**src/rtl/mem_wb_stage.sv**
```systemverilog
// Memory-access and write-back stage of the RV32I pipeline: drives the data-memory
// req/ack bus for loads/stores and produces the registered regfile write port.
module mem_wb_stage #(
    parameter logic [31:0] RESET_PC = 32'h0000_0000
) (
    input  logic        clk,
    input  logic        rst_n,
    input  logic        in_valid,
    input  logic [31:0] pc_from_ex,
    input  logic [6:0]  opcode,
    input  logic [2:0]  funct3,
    input  logic [31:0] alu_out,
    input  logic [31:0] store_data,
    input  logic [4:0]  rd,
    output logic        busy,
    output logic        mem_req,
    output logic        mem_we,
    output logic [31:0] mem_addr,
    output logic [3:0]  mem_be,
    output logic [31:0] mem_wdata,
    input  logic [31:0] mem_rdata,
    input  logic        mem_ack,
    output logic        wr_n,
    output logic [4:0]  wr_addr,
    output logic [31:0] wr_data,
    output logic        misaligned
);

    typedef enum logic [1:0] {IDLE = 2'd0, MEM = 2'd1, WB = 2'd2} state_t;

    state_t      state_r, state_s;
    logic        busy_r, mem_req_r, mem_we_r, wr_n_r, misaligned_r;
    logic [31:0] mem_addr_r, mem_wdata_r, wr_data_r, pc_r;
    logic [3:0]  mem_be_r;
    logic [4:0]  wr_addr_r, ld_rd_r;
    logic [2:0]  ld_funct3_r;
    logic [1:0]  ld_lane_r;

    logic        mem_we_s, wr_n_s, misaligned_s;
    logic [31:0] mem_addr_s, mem_wdata_s, wr_data_s, pc_s;
    logic [3:0]  mem_be_s;
    logic [4:0]  wr_addr_s, ld_rd_s;
    logic [2:0]  ld_funct3_s;
    logic [1:0]  ld_lane_s;

    logic is_load_s, is_store_s, is_alu_s, is_jump_s, is_mem_s, mis_s, accept_s;

    function automatic logic [31:0] load_extract(input logic [31:0] data,
                                                 input logic [2:0] f3,
                                                 input logic [1:0] lane);
        logic [31:0] sh;
        sh = data >> {lane, 3'b000};
        case (f3)
            3'b000:  load_extract = {{24{sh[7]}}, sh[7:0]};
            3'b001:  load_extract = {{16{sh[15]}}, sh[15:0]};
            3'b100:  load_extract = {24'h00_0000, sh[7:0]};
            3'b101:  load_extract = {16'h0000, sh[15:0]};
            default: load_extract = data;
        endcase
    endfunction

    function automatic logic [3:0] store_be(input logic [2:0] f3, input logic [1:0] lane);
        case (f3)
            3'b000:  store_be = 4'b0001 << lane;
            3'b001:  store_be = 4'b0011 << lane;
            default: store_be = 4'b1111;
        endcase
    endfunction

    function automatic logic [31:0] store_lanes(input logic [2:0] f3, input logic [31:0] sd);
        case (f3)
            3'b000:  store_lanes = {4{sd[7:0]}};
            3'b001:  store_lanes = {2{sd[15:0]}};
            default: store_lanes = sd;
        endcase
    endfunction

    // Unknown widths (and unsigned stores) count as misaligned so they never reach the bus.
    function automatic logic access_misaligned(input logic [2:0] f3, input logic [1:0] lane,
                                               input logic store);
        case (f3)
            3'b000:  access_misaligned = 1'b0;
            3'b001:  access_misaligned = lane[0];
            3'b010:  access_misaligned = (lane != 2'b00);
            3'b100:  access_misaligned = store;
            3'b101:  access_misaligned = store | lane[0];
            default: access_misaligned = 1'b1;
        endcase
    endfunction

    // Opcode class decode of the incoming instruction.
    always_comb begin
        is_load_s  = 1'b0;
        is_store_s = 1'b0;
        is_alu_s   = 1'b0;
        is_jump_s  = 1'b0;
        case (opcode)
            7'b0000011: is_load_s  = 1'b1;
            7'b0100011: is_store_s = 1'b1;
            7'b0110011, 7'b0010011, 7'b0110111, 7'b0010111: is_alu_s = 1'b1;
            7'b1101111, 7'b1100111: is_jump_s = 1'b1;
            default: is_alu_s = 1'b0;
        endcase
    end

    assign is_mem_s = is_load_s | is_store_s;
    assign mis_s    = access_misaligned(funct3, alu_out[1:0], is_store_s);
    assign accept_s = in_valid && (state_r != MEM);

    // Next-state logic.
    always_comb begin
        state_s = state_r;
        case (state_r)
            MEM: begin
                if (mem_ack) state_s = mem_we_r ? IDLE : WB;
                else         state_s = MEM;
            end
            IDLE, WB: begin
                if (!in_valid)                 state_s = IDLE;
                else if (is_mem_s && !mis_s)   state_s = MEM;
                else if (is_alu_s || is_jump_s) state_s = WB;
                else                           state_s = IDLE;
            end
            default: state_s = IDLE;
        endcase
    end

    // Next values of the registered outputs and the latched load context.
    always_comb begin
        mem_we_s     = mem_we_r;
        mem_addr_s   = mem_addr_r;
        mem_be_s     = mem_be_r;
        mem_wdata_s  = mem_wdata_r;
        wr_addr_s    = wr_addr_r;
        wr_data_s    = wr_data_r;
        ld_rd_s      = ld_rd_r;
        ld_funct3_s  = ld_funct3_r;
        ld_lane_s    = ld_lane_r;
        pc_s         = pc_r;
        wr_n_s       = 1'b1;
        misaligned_s = 1'b0;
        if (accept_s) begin
            pc_s = pc_from_ex;
            if (is_mem_s && mis_s) begin
                misaligned_s = 1'b1;
            end else if (is_mem_s) begin
                mem_we_s    = is_store_s;
                mem_addr_s  = {alu_out[31:2], 2'b00};
                mem_be_s    = is_store_s ? store_be(funct3, alu_out[1:0]) : 4'b1111;
                mem_wdata_s = is_store_s ? store_lanes(funct3, store_data) : 32'h0000_0000;
                ld_rd_s     = rd;
                ld_funct3_s = funct3;
                ld_lane_s   = alu_out[1:0];
            end else if (is_alu_s || is_jump_s) begin
                wr_n_s    = (rd == 5'd0);
                wr_addr_s = rd;
                wr_data_s = is_jump_s ? (pc_from_ex + 32'd4) : alu_out;
            end else begin
                wr_n_s = 1'b1;
            end
        end else if (state_r == MEM && mem_ack && !mem_we_r) begin
            wr_n_s    = (ld_rd_r == 5'd0);
            wr_addr_s = ld_rd_r;
            wr_data_s = load_extract(mem_rdata, ld_funct3_r, ld_lane_r);
        end else begin
            wr_n_s = 1'b1;
        end
    end

    // State and output registers with synchronous active-low reset.
    always_ff @(posedge clk) begin
        if (!rst_n) begin
            state_r      <= IDLE;
            busy_r       <= 1'b0;
            mem_req_r    <= 1'b0;
            mem_we_r     <= 1'b0;
            mem_addr_r   <= 32'h0000_0000;
            mem_be_r     <= 4'b0000;
            mem_wdata_r  <= 32'h0000_0000;
            wr_n_r       <= 1'b1;
            wr_addr_r    <= 5'd0;
            wr_data_r    <= 32'h0000_0000;
            misaligned_r <= 1'b0;
            ld_rd_r      <= 5'd0;
            ld_funct3_r  <= 3'b000;
            ld_lane_r    <= 2'b00;
            pc_r         <= RESET_PC;
        end else begin
            state_r      <= state_s;
            busy_r       <= (state_s == MEM);
            mem_req_r    <= (state_s == MEM);
            mem_we_r     <= mem_we_s;
            mem_addr_r   <= mem_addr_s;
            mem_be_r     <= mem_be_s;
            mem_wdata_r  <= mem_wdata_s;
            wr_n_r       <= wr_n_s;
            wr_addr_r    <= wr_addr_s;
            wr_data_r    <= wr_data_s;
            misaligned_r <= misaligned_s;
            ld_rd_r      <= ld_rd_s;
            ld_funct3_r  <= ld_funct3_s;
            ld_lane_r    <= ld_lane_s;
            pc_r         <= pc_s;
        end
    end

    assign busy       = busy_r;
    assign mem_req    = mem_req_r;
    assign mem_we     = mem_we_r;
    assign mem_addr   = mem_addr_r;
    assign mem_be     = mem_be_r;
    assign mem_wdata  = mem_wdata_r;
    assign wr_n       = wr_n_r;
    assign wr_addr    = wr_addr_r;
    assign wr_data    = wr_data_r;
    assign misaligned = misaligned_r;

endmodule

```
**config.mk**
```make
export PLATFORM = sky130hd
export DESIGN_NAME = mem_wb_stage
export DESIGN_NICKNAME = d
export VERILOG_FILES = /design/src/rtl/mem_wb_stage.sv
export SDC_FILE = /design/constraint.sdc
export NUM_CORES = 1
export LEC_CHECK = 0
export BUFFER_PORTS_ARGS = -buffer_cell sky130_fd_sc_hd__buf_2
export CAP_MARGIN = 25
export CORE_ASPECT_RATIO = 1.25
export CORE_UTILIZATION = 44
export DETAILED_ROUTE_END_ITERATION = 10
export GPL_TIMING_DRIVEN = 0
export PLACE_DENSITY = 0.71
export SLEW_MARGIN = 15
export SYNTH_ARGS = -nofsm -noshare
export SYNTH_HDL_FRONTEND = slang
export SYNTH_SLANG_ARGS = --single-unit
```
**constraint.sdc**
```tcl
create_clock -name clk -period 2.6 [get_ports clk]
set_clock_uncertainty 0.15 [all_clocks]
set_input_delay 0.13 -clock clk [delete_from_list [all_inputs] [get_ports clk]]
set_output_delay 0.13 -clock clk [all_outputs]
set_load 0.01 [all_outputs]
```
After elaboration in Yosys (flattened, before gate mapping)
Index checks and enable logic that the tools add are counted.
{"block": "word_totals", "inputBits": 147, "regBits": 119, "output_inout_bits": 110, "elab_cells": 96}
{"block": "classes", "bitwise_logic": 3, "n_reduce_logical": 21, "n_addsub": 1, "eq_ne": 22, "shifts": 3, "n_mux": 33}
{"operator": "two-way mux 32 bit", "count": 7}
{"operator": "one-hot mux 32 bit (4 select lines)", "count": 1}
{"operator": "one-hot mux 32 bit (2 select lines)", "count": 1}
{"operator": "adder 32 x 3 -> 32 bit (second input constant)", "count": 1}
{"operator": ">> shifter 32 x 5 -> 16 bit", "count": 1}
{"operator": "two-way mux 5 bit", "count": 5}
{"operator": "== test 7 x 6 -> 1 bit (second input constant)", "count": 3}
{"operator": "== test 7 x 5 -> 1 bit (second input constant)", "count": 2}
{"operator": "== test 7 bit (second input constant)", "count": 2}
{"operator": "== test 3 bit (second input constant)", "count": 4}
{"operator": "logical NOT 5 bit", "count": 2}
{"operator": "two-way mux 1 bit", "count": 10}
{"operator": "two-way mux 2 bit", "count": 5}
{"operator": "one-hot mux 4 bit (2 select lines)", "count": 1}
{"operator": "== test 7 x 2 -> 1 bit (second input constant)", "count": 1}
{"operator": "== test 3 x 1 -> 1 bit (second input constant)", "count": 2}
{"operator": "logical NOT 3 bit", "count": 2}
{"operator": "logical AND 1 bit", "count": 5}
{"operator": "one-hot mux 1 bit (5 select lines)", "count": 1}
{"operator": "== test 2 x 1 -> 1 bit (second input constant)", "count": 2}
{"operator": "two-way mux 4 bit", "count": 1}
{"operator": "inequality test 2 x 1 -> 1 bit (second input constant)", "count": 2}
{"operator": "inequality test 2 bit (second input constant)", "count": 2}
{"operator": "one-hot mux 2 bit (2 select lines)", "count": 1}
{"operator": "15 further kinds", "count": 19}

Depth between registers and ports, before layout
{"block": "depth", "word_depth": 10, "depth_mapped": 9, "ltp_nobuf": 7}

Worst setup path before layout
Ideal clock, no wire load.
{"block": "synth_path", "kind": "register to register", "startpoint": "reg ld_lane_r[1]", "endpoint": "reg wr_data_r[19] (netlist: wr_data[19])", "setup_time_ns": 0.067, "synth_period_minus_slack_ns": 2.347, "stages_incl_launch_ff": 9, "arrival_time_ns": 2.130, "n_path_buf": 3, "required_ns": 2.383, "path_slack_ns": 0.253, "cell_sequence": "dfxtp_1 > clkbuf_1 > mux4_2 > or3_1 > buf_2 > and2_4 > buf_6 > a221o_1 > o21ai_2"}
{"block": "synth_between", "elab_chain_cells": 4}
{"item": "start, declared", "line": "37", "text": "logic [1:0] ld_lane_r;"}
{"item": "start signal, assigned", "line": "202", "text": "ld_lane_r <= ld_lane_s;"}
{"item": ">> shifter 32 x 5 -> 16 bit", "line": "52", "text": "sh = data >> {lane, 3'b000};"}
{"item": "one-hot mux 32 bit (4 select lines)", "line": "53", "text": "case (f3)"}
{"item": "two-way mux 32 bit", "line": "161", "text": "end else if (state_r == MEM && mem_ack && !mem_we_r) begin"}
{"item": "two-way mux 32 bit", "line": "142", "text": "if (accept_s) begin"}
{"item": "end signal, assigned", "line": "198", "text": "wr_data_r <= wr_data_s;"}
{"item": "end, declared", "line": "33", "text": "logic [31:0] mem_addr_r, mem_wdata_r, wr_data_r, pc_r;"}
Every way passes these cells. The select of a mux whose other input is x is not followed.
A chain may end at the register's enable or synchronous reset.

Worst setup path in the final report
{"block": "layout_path", "startpoint": "reg ld_lane_r[0]", "endpoint": "reg wr_data_r[19] (netlist: wr_data[19])"}
The elaborated chain is that of the path after synthesis.

==> run metrics <==
initial antenna violation count 1; Mapped Avg Cell Area 7.53 um2; die height 137 um; commonest non-fill, non-tap cell in the layout buf_2; Synth Flop Type dfxtp_1; Min-Delay Path Class in2reg; Area contributors post-synth dfxtp_1 37%, nand2_1 10%, a21oi_1 7.7%, nor2_1 4.5%, mux2i_1 4.4%; Tcrit/Tclk final 99.0%; register area share after synthesis 37.2%; routed vias 7943; PwrDens 522 mW/mm2; fraction of layout cells with a size suffix above 1 27.8%; Finished Cell Area 0.00937 mm2; Die X 110 um; Initial DRC Count 575; R2R cell count 8; Inserted Clock Buffers 17; die area 0.0150 mm2; DRC viols 0; commonest cells after routing, fill and taps aside 251 x buf_2, 178 x nand2_1, 118 x dfxtp_1; GRT Util Overall 35.0%; Reg2Reg Setup Slack 0.03 ns; row cnt 48; fin. max-slew vios 0; worst hold path startpoint mem_rdata[20]; max-cap viol count 0; VDD IR-drop max 0.000324 V; IO buf count 249; Filler cells 1250; Lkg Pwr 3.88 nW; Total Wirelength 26600 um; TritonCTS clock tree built; status completed; Worst setup EP type register; # H-tree levels 4; TritonRoute pass-1 iters 6; post-route ant nets 0; Slew HR 29.8%; largest net degree at the start of global routing 17; DP Area 0.00787 mm2; root buffer cell clkbuf_16; Tightest Pin Transition 1.04 ns; Max Freq 388 MHz; area added between synthesis and finish 46.5%; CP required 2.80 ns; final non-filler cell total 1388; # setup viols final 0; CP max FO 9; Final nets 1346; GR Overflow Total 0; Syn. warnings 0; crit path launch type register; Starting Density 45.7%; Worst EP arrival 2.78 ns; Clock transition at path regs 0.06 ns; first-pass GRT wire length 39400 um; placed insts 1274; post-synthesis instance total 849; drt via density 5.72; Final Hold Fails 0; Worst Hold End wr_data[20]; FF-to-FF End wr_data[19]; number of different library cells in the post-synthesis netlist 60; fraction of registers with async set/reset 0%; # IOs 257; cell area after synthesis 0.00640 mm2; worst flop-to-flop path startpoint ld_lane_r[0]; vias in the first global route 7535; Synth top area share 37.2%; Crit Path Class reg2reg; routability-driven placement congestion ratio 0.973; maximum clock insertion buffer count 2; number of synthesized flops with an enable pin 0; HPWL after DPL 18800 um; post-route minimum period 2.57 ns; number of synthesized register bits 119; post-synth top area cell dfxtp_1; clk sink count 119; core box area 0.0140 mm2; WL per Instance 19.2 um; hold path depth 5; worst skew pair latency 0.42 ns
==> worst max-delay path by stage <==
stage / end / start
CTS: wr_data[19] / ld_lane_r[0]
finish: wr_data[19] / ld_lane_r[0]
global placement: mem_wdata[21] / state_r[1]
floorplan: wr_data[19] / ld_lane_r[1]
detailed placement: mem_wdata[29] / state_r[1]
global route: wr_data[19] / ld_lane_r[0]
==> cells in the mapped netlist, drive strengths merged (8+ instances only) <==
cell	number
a22oi	26
clkbuf	60
nor2	76
xor2	13
xnor2	11
buf	10
mux2i	28
o211ai	11
dfxtp	119
nand2	178
o21ai	36
nor3	19
a21oi	99
mux2	17
nand3	28
o22ai	8
==> repair_timing <==
| action | in CTS | in global routing |
|---|---|---|
| gates resized for setup | 4 | 25 |
| gates cloned | 0 | 0 |
| endpoints found under the setup margin | 99 | 42 |
| buffers inserted | 0 | 2 |
| hold buffers | 82 | 0 |
| pin swaps | 0 | 3 |
| endpoints found under the hold margin | 90 | 0 |
==> report_power, final <==
part | internal (mW) | leakage (nW) | switching [mW]
clock network | 1.51 | 0.289 | 0.947
registers | 1.83 | 0.959 | 0.00592
logic | 0.276 | 2.63 | 0.318
==> metrics by stage <==
step	worst slack, ns	hold WS, ns	power (mW)	util (%)	setup TNS, ns
6_report	0.0254	0.0116	4.89	67.0	0
5_1_grt	-0.00137	0.0141	5.01	67.0	-0.00137
4_1_cts	0.0251	0.00212	4.86	66.4	0
3_5_place_dp	-0.337	0.239	2.35	56.2	-22.01
3_3_place_gp	-0.293	0.236	2.35	56.2	-18.72
2_1_floorplan	0.253	0.116	2.10	-	0
==> metal layers <==
layer / GRT usage, % / share of wire [%]
met5: 0 / 0
met4: 18.5 / 4.6
met3: 8.71 / 9.6
met2: 61.8 / 50
met1: 38.1 / 36
==> logic make-up after synthesis <==
group                    Yosys count  share of synthesized area [%]
AO/OA/AOI/OAI                    230                           22.4
XOR/XNOR                          24                           3.29
adder cells (fa/ha/maj)            1                          0.196
buffers and inverters             77                           4.99
flip-flops                       119                           37.2
multiplexers                      46                           7.73
other                              1                         0.0586
AND/OR/NAND/NOR                  351                           24.1
==> layout make-up <==
type | instances | area, um2 | share of cell area [%]
Antenna cell | 2 | 5.00 | 0.0534
Buffer | 66 | 283 | 3.02
Clock buffer | 17 | 425 | 4.54
Clock inverter | 15 | 180 | 1.92
Inverter | 7 | 26.3 | 0.280
Multi-Input combinational cell | 654 | 3770 | 40.2
Sequential cell | 119 | 2380 | 25.4
Tap cell | 175 | 219 | 2.34
Timing Repair Buffer | 333 | 2080 | 22.2
==> registers in the layout, indices dropped and copies added, names as in the netlist, 3 cells and up <==
signal / cells
ld_rd_r: 5
mem_addr: 30
mem_wdata: 32
wr_addr: 5
wr_data: 32
ld_funct3_r: 3
mem_be: 4
==> critical path: stages (launching register included) <==
cell and delay, ns:
dfxtp_2 0.31, buf_6 0.13, mux2i_4 0.19, mux4_2 0.46
or3_4 0.39, buf_6 0.13, and2_4 0.19, a221o_1 0.43
o21ai_2 0.14
Note: power is estimated with default switching activity, not from simulation.
